### config.mk
export PLATFORM = sky130hd
export DESIGN_NAME = shifter_pipe
export DESIGN_NICKNAME = d
export VERILOG_FILES = /design/src/rtl/shifter_pipe_pkg.sv /design/src/rtl/shifter_pipe_stage.sv /design/src/rtl/shifter_pipe.sv
export SDC_FILE = /design/constraint.sdc
export NUM_CORES = 1
export LEC_CHECK = 0
export ABC_AREA = 1
export BUFFER_PORTS_ARGS = -buffer_cell sky130_fd_sc_hd__buf_4
export CORE_MARGIN = 10
export CORE_UTILIZATION = 63
export DETAILED_ROUTE_END_ITERATION = 6
export PLACE_DENSITY = 0.85
export SYNTH_ARGS = -nofsm -noshare
export SYNTH_HDL_FRONTEND = slang
export SYNTH_HIERARCHICAL = 1
export SYNTH_SLANG_ARGS = --single-unit
### constraint.sdc
create_clock -name clk -period 2.6 [get_ports clk]
set_input_delay 0.26 -clock clk [delete_from_list [all_inputs] [get_ports clk]]
set_output_delay 0.26 -clock clk [all_outputs]
set_load 0.03 [all_outputs]
### src/rtl/shifter_pipe_pkg.sv
// Shared types for the pipelined shifter: operation modes and direction encodings.
package shifter_pkg;

   typedef enum logic [1:0] {
      SH_LOG = 2'b00,
      SH_ARI = 2'b01,
      SH_ROT = 2'b10,
      SH_RSV = 2'b11
   } shift_mode_e;

   localparam logic DIR_LEFT  = 1'b0;
   localparam logic DIR_RIGHT = 1'b1;

endpackage

### src/rtl/shifter_pipe_stage.sv
// One pipeline stage: conditional shift/rotate by 2^K, then a registered payload
// slot that loads when empty or when the downstream slot is advancing.
module shifter_stage
   import shifter_pkg::*;
#(
   parameter int unsigned WIDTH = 8,
   parameter int unsigned SHW   = 3,
   parameter int unsigned TAG_W = 4,
   parameter int unsigned K     = 0
) (
   input  logic             clk,
   input  logic             rst_n,
   input  logic             up_valid,
   input  logic [WIDTH-1:0] up_data,
   input  logic [SHW-1:0]   up_shift,
   input  logic             up_dir,
   input  shift_mode_e      up_mode,
   input  logic [TAG_W-1:0] up_tag,
   input  logic             up_spill,
   input  logic             up_illegal,
   input  logic             dn_ready,
   output logic             dn_valid,
   output logic [WIDTH-1:0] dn_data,
   output logic [SHW-1:0]   dn_shift,
   output logic             dn_dir,
   output shift_mode_e      dn_mode,
   output logic [TAG_W-1:0] dn_tag,
   output logic             dn_spill,
   output logic             dn_illegal
);

   localparam int unsigned      S       = 1 << K;
   localparam logic [WIDTH-1:0] ALL1    = '1;
   localparam logic [WIDTH-1:0] LO_MASK = ~(ALL1 << S);
   localparam logic [WIDTH-1:0] HI_MASK = ~(ALL1 >> S);

   logic             load;
   logic [WIDTH-1:0] nxt_data;
   logic             nxt_spill;
   logic             nxt_illegal;

   assign load = !dn_valid || dn_ready;

   // Arithmetic right keeps the current MSB, which is the original sign since
   // earlier stages never alter it in that mode.
   always_comb begin
      nxt_data    = up_data;
      nxt_spill   = up_spill;
      nxt_illegal = up_illegal || (up_mode == SH_RSV);
      if (up_shift[K]) begin
         if (up_mode == SH_ROT) begin
            if (up_dir == DIR_RIGHT)
               nxt_data = (up_data >> S) | (up_data << (WIDTH - S));
            else
               nxt_data = (up_data << S) | (up_data >> (WIDTH - S));
         end else if (up_dir == DIR_RIGHT) begin
            if (up_mode == SH_ARI)
               nxt_data = $signed(up_data) >>> S;
            else
               nxt_data = up_data >> S;
            nxt_spill = up_spill || (|(up_data & LO_MASK));
         end else begin
            nxt_data  = up_data << S;
            nxt_spill = up_spill || (|(up_data & HI_MASK));
         end
      end
   end

   always_ff @(posedge clk or negedge rst_n) begin
      if (!rst_n) begin
         dn_valid   <= 1'b0;
         dn_data    <= '0;
         dn_shift   <= '0;
         dn_dir     <= DIR_LEFT;
         dn_mode    <= SH_LOG;
         dn_tag     <= '0;
         dn_spill   <= 1'b0;
         dn_illegal <= 1'b0;
      end else if (load) begin
         dn_valid <= up_valid;
         if (up_valid) begin
            dn_data    <= nxt_data;
            dn_shift   <= up_shift;
            dn_dir     <= up_dir;
            dn_mode    <= up_mode;
            dn_tag     <= up_tag;
            dn_spill   <= nxt_spill;
            dn_illegal <= nxt_illegal;
         end
      end
   end

endmodule

### src/rtl/shifter_pipe.sv
// Pipelined barrel shifter/rotator: one stage per shift-amount bit, valid/ready
// on both sides with bubble collapsing under backpressure.
module shifter_pipe
   import shifter_pkg::*;
#(
   parameter  int unsigned WIDTH = 8,
   parameter  int unsigned TAG_W = 4,
   localparam int unsigned SHW   = $clog2(WIDTH)
) (
   input  logic             clk,
   input  logic             rst_n,
   input  logic             in_valid,
   output logic             in_ready,
   input  logic [WIDTH-1:0] in_data,
   input  logic [SHW-1:0]   in_shift,
   input  logic             in_dir,
   input  logic [1:0]       in_mode,
   input  logic [TAG_W-1:0] in_tag,
   output logic             out_valid,
   input  logic             out_ready,
   output logic [WIDTH-1:0] out_data,
   output logic             out_spill,
   output logic             out_illegal,
   output logic [TAG_W-1:0] out_tag
);

   logic             v_w     [SHW+1];
   logic [WIDTH-1:0] data_w  [SHW+1];
   logic [SHW-1:0]   shift_w [SHW+1];
   logic             dir_w   [SHW+1];
   shift_mode_e      mode_w  [SHW+1];
   logic [TAG_W-1:0] tag_w   [SHW+1];
   logic             spill_w [SHW+1];
   logic             ill_w   [SHW+1];
   logic [SHW:0]     rdy;
   logic             unused_ctrl;

   assign v_w[0]     = in_valid;
   assign data_w[0]  = in_data;
   assign shift_w[0] = in_shift;
   assign dir_w[0]   = in_dir;
   assign mode_w[0]  = shift_mode_e'(in_mode);
   assign tag_w[0]   = in_tag;
   assign spill_w[0] = 1'b0;
   assign ill_w[0]   = 1'b0;

   // rdy[k] is the load condition of stage k, rippling back from out_ready.
   always_comb begin
      rdy[SHW] = out_ready;
      for (int unsigned i = 0; i < SHW; i++)
         rdy[SHW-1-i] = !v_w[SHW-i] || rdy[SHW-i];
   end

   assign in_ready = rdy[0];

   for (genvar k = 0; k < SHW; k++) begin : g_stage
      shifter_stage #(
         .WIDTH (WIDTH),
         .SHW   (SHW),
         .TAG_W (TAG_W),
         .K     (k)
      ) u_stage (
         .clk        (clk),
         .rst_n      (rst_n),
         .up_valid   (v_w[k]),
         .up_data    (data_w[k]),
         .up_shift   (shift_w[k]),
         .up_dir     (dir_w[k]),
         .up_mode    (mode_w[k]),
         .up_tag     (tag_w[k]),
         .up_spill   (spill_w[k]),
         .up_illegal (ill_w[k]),
         .dn_ready   (rdy[k+1]),
         .dn_valid   (v_w[k+1]),
         .dn_data    (data_w[k+1]),
         .dn_shift   (shift_w[k+1]),
         .dn_dir     (dir_w[k+1]),
         .dn_mode    (mode_w[k+1]),
         .dn_tag     (tag_w[k+1]),
         .dn_spill   (spill_w[k+1]),
         .dn_illegal (ill_w[k+1])
      );
   end

   assign out_valid   = v_w[SHW];
   assign out_data    = data_w[SHW];
   assign out_spill   = spill_w[SHW];
   assign out_illegal = ill_w[SHW];
   assign out_tag     = tag_w[SHW];

   assign unused_ctrl = ^{shift_w[SHW], dir_w[SHW], mode_w[SHW]};

endmodule

==> qor.yml, run 1 <==
port_buffers: 37
postCtsSetupBuffers: 0
critPathSlowestCell: "dfrtp_1"
worstSetupStartpointType: "flop"
route.detailed.drc: 0
finalCritPeriodShare_pct: 59.13
maxCapViolCount: 0
clk_latency_ns: 0.30
syn_inst: 382
detailed_place.area_sq_mm: 0.003043
cts_resized: 0
timing.hold.ws_ns: -0.02763
grtUsageTotal_pct: 16.06
syn_to_final_growth_pct: 11.37
start_util_pct: 64.94
cp-end-kind: "flop"
internal_power_mw: 1.737
slew_headroom_pct: 57.13
setup_violations: 0
worstPathMaxFanout: 29
dr.pass1.iters: 4
wl_mm: 5.894
htree_levels: 2
cts_tree: "built"
violations: "negative hold slack"
pwr-share-seq_pct: 44.8
final_hold_viol_count: 52
antenna_found_initial: 0
tns_ns: 0
post-place-cells: 457
clockBufferDepth: 2
post-route-util_pct: 72.33
grt_pass1_wl_mm: 10.14
cpPeakStageDelay_ns: 0.45
hp-class: "in2async"
postSynthAreaPerCell_sq_um: 7.402
dieArea_sq_mm: 0.007568
die_x_um: 87.00
wire_per_inst_um: 12.68
cts.clk_slew.worst_paths_ns: 0.09
core-area_sq_mm: 0.004354
path_class: "reg2reg"
vias_per_cell: 5.153
cts_hold_buf: 0
vdd_drop_max_mv: 0.3552
leakage_nw: 1.689
slew_violations: 0
postRouteAntennaNets: 0
num_rows: 24
final_area_sq_mm: 0.003149
status: "finished with violations"
die_height_um: 87.00
pin_count: 38
place.gp.congestion: 0.9350
cp.required_ns: 2.79
finalNonFillerCells: 465
switching_share_pct: 39.54
nNetsFinal: 434
numCtsBuffers: 5
max_freq_mhz: 650.5
clkPwrFrac_pct: 18.8
finalCriticalPeriod_ns: 1.537
first_iter_violations: 185
switchingPower_mw: 1.136
grt_start_max_net_pins: 55
grt_pass1_vias: 2355
synth_warnings: 6
cts.sinks: 54
hpwl_mm: 4.286
gr-total-overflow: 0
drive_above_1_share_pct: 15.01
skew_ns: 0.005562
netlist_area_sq_mm: 0.002828
diodes: 0
vias: 2396
num-fill-cells: 355
combPwrFrac_pct: 36.3
worstPathCellList: "nand2_1 -> inv_1 -> nand2_2 -> nand2_2 -> inv_2 -> o211ai_1 -> nand2_1"
root_buffer: "clkbuf_8"
power_density_mw_per_mm2: 912.4
worst_pin_slew_ns: 0.6431
grt_setup_unrepaired: "no"
arrival_ns: 1.73
## final timing paths
kind / startpoint / endpoint / slack [ns] / depth (start not counted)
worst max-delay path: g_stage[2].u_stage/dn_valid / g_stage[1].u_stage/dn_data[5] / 1.06 / 7
worst min-delay path: rst_n / g_stage[2].u_stage/dn_illegal / -0.03 / 1
worst max register to register: g_stage[2].u_stage/dn_valid / g_stage[1].u_stage/dn_data[5] / 1.06 / 7
worst min register to register: g_stage[2].u_stage/dn_tag[3] / g_stage[2].u_stage/dn_tag[3] / 0.48 / 2
max in group asynchronous: rst_n / g_stage[2].u_stage/dn_spill / 2.19 / 1
min in group clk: in_tag[2] / g_stage[0].u_stage/dn_tag[2] / 0.15 / 3
## routing by layer
| metal | wire length, um | global-route usage [%] |
|---|---|---|
| met1 | 2558 | 18.44 |
| met3 | 396 | 4.775 |
| met2 | 2811 | 27.12 |
| met4 | 127 | 6.627 |
| met5 | 0 | 0 |
## sequential cells by signal, indices dropped and copies added (netlist names)
signal / cells
g_stage.u_stage/dn_dir: 2
g_stage.u_stage/dn_valid: 3
g_stage.u_stage/dn_data: 24
g_stage.u_stage/dn_illegal: 3
g_stage.u_stage/dn_tag: 12
g_stage.u_stage/dn_mode: 4
g_stage.u_stage/dn_shift: 3
g_stage.u_stage/dn_spill: 3
## placed cells by master (no fill, tap or decap), types with 3 or more instances in the layout
cell        n
a21oi_1    18
a21oi_2     3
buf_4      37
clkbuf_8    5
dfrtp_1    54
inv_1      31
inv_2       6
nand2_1   153
nand2_2     4
nand3_1    29
nand4_1     4
nor2_1     37
o21ai_0    15
o21ai_1     3
## power groups by stage
stage          logic (mW)  registers [mW]  clock network [mW]
6_report             1.04            1.29               0.542
5_1_grt              1.16            1.32               0.587
4_1_cts              1.05            1.29               0.549
3_5_place_dp         1.04            1.30                   0
3_3_place_gp         1.02            1.29                   0
2_1_floorplan       0.558            1.46                   0
## final cells by class
cell class	instances	area, sq um	area share (%)
Clock inverter	1	30.03	0.9535
Inverter	38	145.1	4.609
Timing Repair Buffer	37	277.8	8.820
Tap cell	52	65.06	2.066
Clock buffer	7	76.32	2.424
Sequential cell	54	1351	42.91
Multi-Input combinational cell	276	1204	38.22
## stage by stage
stage          hold WS [ns]  total power [mW]  worst slack, ns
2_1_floorplan      -0.03559             2.019            1.276
3_3_place_gp         0.3280             2.309            1.122
3_5_place_dp         0.3291             2.341            1.068
4_1_cts           0.0006884             2.885            1.062
5_1_grt             0.02601             3.069           0.9221
6_report           -0.02763             2.873            1.063
## critical path: cells and delay by family, from the launching register on
kind | cells | cell delay, ns
AO/OA/AOI/OAI | 1 | 0.15
buffers and inverters | 2 | 0.23
flip-flops | 1 | 0.45
AND/OR/NAND/NOR | 4 | 0.59
(Power assumes the default switching activity.)
==> inputs of run 2 (changes only) <==
--- a/config.mk
+++ b/config.mk
@@ -8,9 +8,9 @@
 export ABC_AREA = 1
 export BUFFER_PORTS_ARGS = -buffer_cell sky130_fd_sc_hd__buf_4
 export CORE_MARGIN = 10
-export CORE_UTILIZATION = 63
+export CORE_UTILIZATION = 53
 export DETAILED_ROUTE_END_ITERATION = 6
-export PLACE_DENSITY = 0.85
+export PLACE_DENSITY = 0.77
 export SYNTH_ARGS = -nofsm -noshare
 export SYNTH_HDL_FRONTEND = slang
 export SYNTH_HIERARCHICAL = 1
==> constraint.sdc (replaced) <==
create_clock -name clk -period 1.3 [get_ports clk]
set_input_delay 0.13 -clock clk [delete_from_list [all_inputs] [get_ports clk]]
set_output_delay 0.13 -clock clk [all_outputs]
set_load 0.03 [all_outputs]
==> run 2 against run 1 <==
Compared with the run above:
- the flow now finishes without violations
- first-iteration DRC count decreased by 30%
- hold slack improved by 0.045 ns
- clock-buffer cell count unchanged
- cell count increased by 6.9%
- combinational power increased by 120%
- sequential power increased by 100%
- power increased by 100%
- sequential cell count unchanged
- largest power group unchanged
- worst setup slack got worse by 1.0 ns
- critical path depth decreased by 4
==> qor.yml, run 2 (synthesis gave the netlist of run 1 again) <==
status: "completed"
tns_ns: 0
maxCapViolCount: 0
setup_violations: 0
antenna_found_initial: 0
finalWorstSetupSlack_ns: 0.06179
finalCritPeriodShare_pct: 95.25
pin_count: 38
largest_register_ffs: 24
cts_tree: "built"
final_area_sq_mm: 0.003363
postRouteAntennaNets: 0
wl_met2_mm: 2.873
post-place-cells: 485
reg.largest.list: "g_stage.u_stage/dn_data x24, g_stage.u_stage/dn_tag x12, g_stage.u_stage/dn_mode x4"
hpwl_mm: 4.861
grt_start_max_net_pins: 24
top_register: "g_stage.u_stage/dn_data"
die_x_um: 93.05
start_util_pct: 55.01
wl_met3_um: 387
cts.clk_slew.worst_paths_ns: 0.09
dr.pass1.iters: 4
finalNonFillerCells: 497
gr-total-overflow: 0
power_density_mw_per_mm2: 1720
finalCriticalPeriod_ns: 1.238
clk_latency_ns: 0.30
grtUsageTotal_pct: 15.25
vias: 2473
clockBufferDepth: 2
nNetsFinal: 448
wl_mm: 6.241
core-area_sq_mm: 0.005140
vias_per_cell: 4.976
drive_above_1_share_pct: 19.44
num-fill-cells: 479
numCtsBuffers: 5
grt_pass1_vias: 2435
syn_to_final_growth_pct: 18.94
cp.required_ns: 1.17
seq_area_sq_mm: 0.001354
cts.sinks: 54
final_cell_mix: "nand2_1, dfrtp_1, buf_4"
dieArea_sq_mm: 0.008657
route.detailed.drc: 0
worstPathMaxFanout: 3
num_rows: 26
skew_ns: 0.006031
port_buffers: 37
path_class: "reg2out"
wl_met1_mm: 2.934
root_buffer: "clkbuf_8"
max_freq_mhz: 807.6
hp-class: "in2reg"
pre_cts_ws_ns: 0.01110
diodes: 0
dr.max_layer_used: "met4"
arrival_ns: 1.11
htree_levels: 2
vdd_drop_max_mv: 0.7837
place.gp.congestion: 0.9114
mostFrequentLayoutCell: "nand2_1"
slew_violations: 0
detailed_place.area_sq_mm: 0.003192
multiInputGateArea_sq_mm: 0.001240
final_hold_viol_count: 0
timing.hold.ws_ns: 0.01716
worstSetupStartpointType: "flop"
wire_per_inst_um: 12.56
die_height_um: 93.05
cp-end-kind: "primary output"
grt_pass1_wl_mm: 11.07
leakage_nw: 1.773
first_iter_violations: 129
[run 2: cell count changes in the layout (fill, tap and decap cells not counted), sizes merged]
cell and change:
buf +13, bufinv -1, clkinv +2, dlygate4sd3 +1
inv -1
[run 2: layout make-up]
class                      instances  area share (%)
clock buffer                       7           2.567
clock inverter                     1          0.1488
inverter                          38           4.613
multi-input combinational        276           36.87
sequential                        54           40.25
tap                               70           2.604
timing repair buffer              51           12.95
[run 2: routing by layer]
layer / global-route usage [%] / vias to the layer above
met5: 0 / -
met4: 4.370 / 0
met3: 4.157 / 4
met2: 24.77 / 66
met1: 19.46 / 1133
li1: - / 1270
[run 2: report_power, final]
group          switching (mW)  leakage [nW]  internal [mW]
registers               0.429         0.654           2.15
logic                    1.39          1.07          0.866
clock network           0.515        0.0482          0.431
total                    2.34          1.77           3.45
[run 2: path summary, 6_finish.rpt]
| kind | endpoint | slack, ns | cells after the start | start |
|---|---|---|---|---|
| min | g_stage[0].u_stage/dn_tag[3] | 0.02 | 3 | in_tag[3] |
| min in group asynchronous | g_stage[2].u_stage/dn_tag[1] | 0.24 | 2 | rst_n |
| max reg2reg | g_stage[2].u_stage/dn_data[1] | 0.07 | 6 | g_stage[2].u_stage/dn_valid |
| min reg2reg | g_stage[1].u_stage/dn_tag[3] | 0.48 | 2 | g_stage[0].u_stage/dn_tag[3] |
| max in group asynchronous | g_stage[2].u_stage/dn_data[5] | 0.61 | 3 | rst_n |
| max | in_ready | 0.06 | 3 | g_stage[1].u_stage/dn_valid |
[run 2: stage by stage]
stage	util, %	total power, mW
3_3_place_gp	62.10	4.766
2_1_floorplan	-	4.039
6_report	65.43	5.786
5_1_grt	65.43	6.216
3_5_place_dp	62.10	4.821
4_1_cts	64.07	5.773
[run 2: repair_timing]
item                                    in CTS  in global routing
buffers inserted                             0                  3
resized for setup                            0                 12
hold buffers                                 1                  0
endpoints found under the setup margin       0                 23
endpoints found under the hold margin       42                  0
[run 2: worst max-delay path, stage by stage (launching register included)]
cell	delay, ns
dfrtp_1	0.40
buf_4	0.16
nand4_1	0.09
buf_4	0.16
==> inputs of run 3 (changes only) <==
--- a/config.mk
+++ b/config.mk
@@ -9,6 +9,7 @@
 export BUFFER_PORTS_ARGS = -buffer_cell sky130_fd_sc_hd__buf_4
 export CORE_MARGIN = 10
 export CORE_UTILIZATION = 53
+export CTS_BUF_LIST = sky130_fd_sc_hd__clkbuf_16
 export DETAILED_ROUTE_END_ITERATION = 6
 export PLACE_DENSITY = 0.77
 export SYNTH_ARGS = -nofsm -noshare
==> run 3 against run 2 <==
Compared with the run above:
- worst setup slack barely moved
- highest routed layer unchanged
- register-to-register slack barely moved
- global-route usage rose by 0.30 points
==> qor.yml, run 3 (synthesis gave the netlist of run 1 again) <==
core-area_sq_mm: 0.005140
antenna_found_initial: 0
syn_to_final_growth_pct: 20.71
hp-class: "in2reg"
cp_common_cell: "buf_4"
first_iter_violations: 109
grt_pass1_vias: 2494
mostFrequentLayoutCell: "nand2_1"
clockBufferDepth: 2
power_density_mw_per_mm2: 1791
grt_start_max_net_pins: 24
vias_per_cell: 4.940
combPwrFrac_pct: 37.2
arrival_ns: 1.41
worstPathMaxFanout: 9
cts_tree: "built"
diodes: 0
tns_ns: 0
port_buffers: 37
pwr-share-seq_pct: 42.3
critPathCapture: "g_stage[2].u_stage/dn_data[0]"
slew_violations: 0
regToRegEndpoint: "g_stage[2].u_stage/dn_data[0]"
detailed_place.area_sq_mm: 0.003192
finalCritPeriodShare_pct: 95.26
die_x_um: 93.05
max_freq_mhz: 807.5
vias: 2465
die_height_um: 93.05
path_class: "reg2reg"
largest_register_ffs: 24
reg2reg_from: "g_stage[2].u_stage/dn_valid"
worst-path-stages: 6
finalWorstSetupSlack_ns: 0.06168
cp_num_buf_inv: 2
start_util_pct: 55.01
dieArea_sq_mm: 0.008657
cpPeakStageDelay_ns: 0.42
grt_pass1_wl_mm: 11.27
setup_violations: 0
worstSetupStartpointType: "flop"
postRouteAntennaNets: 0
critPathSlowestCell: "dfrtp_2"
switching_share_pct: 38.96
leakage_nw: 1.806
switchingPower_mw: 2.382
cp.required_ns: 1.47
numCtsBuffers: 5
root_buffer: "clkbuf_16"
final_hold_viol_count: 0
finalCriticalPeriod_ns: 1.238
clk_latency_ns: 0.28
grtUsageTotal_pct: 15.55
route.detailed.drc: 0
wire_per_inst_um: 12.70
cts.clk_slew.worst_paths_ns: 0.06
place.gp.congestion: 0.9114
final_area_sq_mm: 0.003413
dr.pass1.iters: 4
internal_power_mw: 3.732
gr-total-overflow: 0
reg2reg_setup_slack_ns: 0.06
vdd_drop_max_mv: 0.9081
pre_cts_ws_ns: 0.01110
cts.sinks: 54
critPathTopFamily: "flip-flops"
top_register: "g_stage.u_stage/dn_data"
clkPwrFrac_pct: 20.5
drive_above_1_share_pct: 19.35
wl_mm: 6.335
timing.hold.ws_ns: 0.03634
pin_count: 38
cp-startpoint: "g_stage[2].u_stage/dn_valid"
nNetsFinal: 450
skew_ns: 0.002126
htree_levels: 2
num_rows: 26
reg.largest.list: "g_stage.u_stage/dn_data x24, g_stage.u_stage/dn_tag x12, g_stage.u_stage/dn_mode x4"
r2r_cells: 6
status: "completed"
maxCapViolCount: 0
worstPathCellList: "buf_4 -> nand2_4 -> nand2_8 -> buf_4 -> a21oi_2 -> a21oi_1"
final_cell_mix: "nand2_1, dfrtp_1, buf_4"
hpwl_mm: 4.861
cp-end-kind: "flop"
num-fill-cells: 470
run 3: cell types whose count changed in the layout (fill, tap and decap cells not counted), sizes merged:
cell    delta
clkinv     +1
clkbuf     -2
inv        +1
buf        +2
run 3: worst register-to-register path: cells and delay by family, from the launching register on:
family | cells | cell delay (ns)
buffers and inverters | 2 | 0.33
and+or+nand+nor | 2 | 0.19
AOI/OAI and AO/OA | 2 | 0.19
DFF | 1 | 0.42
run 3: how the worst min path moves through the flow:
stage / from / to / slack (ns) / cells past startpoint
detailed placement: rst_n / g_stage[2].u_stage/dn_illegal / 0.03 / 1
floorplan: rst_n / g_stage[0].u_stage/dn_data[0] / -0.17 / 0
finish: in_tag[1] / g_stage[0].u_stage/dn_tag[1] / 0.04 / 3
CTS: in_tag[3] / g_stage[0].u_stage/dn_tag[3] / 0.03 / 3
global route: in_tag[3] / g_stage[0].u_stage/dn_tag[3] / 0.04 / 3
global placement: rst_n / g_stage[2].u_stage/dn_tag[1] / 0.03 / 1
run 3: metal layers:
metal	global-route usage [%]	share of wire, %	up-vias	wire length, um
li1	-	-	1276	-
met1	19.45	46	1117	2931
met2	25.76	47	67	2982
met3	4.157	5.9	5	373
met4	4.499	0.74	0	47
met5	0	0	-	0
run 3: through the flow:
stage	power, mW	utilization (%)	cells
3_3_place_gp	4.766	62.10	485
4_1_cts	6.088	64.97	494
2_1_floorplan	4.039	-	383
5_1_grt	6.537	66.41	499
3_5_place_dp	4.821	62.10	485
6_report	6.114	66.41	499
run 3: power by group through the flow:
stage / registers, mW / logic, mW / clock network [mW]
global route: 2.66 / 2.55 / 1.33
CTS: 2.58 / 2.23 / 1.28
detailed placement: 2.60 / 2.22 / 0
floorplan: 2.92 / 1.12 / 0
finish: 2.58 / 2.28 / 1.25
global placement: 2.58 / 2.19 / 0
run 3: cell type report:
type	count	area, sq um	area share [%]
Clock buffer	5	125.1	3.666
Sequential cell	54	1354	39.66
Timing Repair Buffer	53	450.4	13.20
Clock inverter	3	12.51	0.3666
Multi-Input combinational cell	276	1229	36.00
Tap cell	70	87.58	2.566
Inverter	38	155.1	4.545
run 3: timing repair:
item                                   CTS  global route
setup endpoints to repair                0            25
buffers inserted                         0             5
endpoints found under the hold margin   19             0
resized for setup                        0            10
hold buffers                             1             0
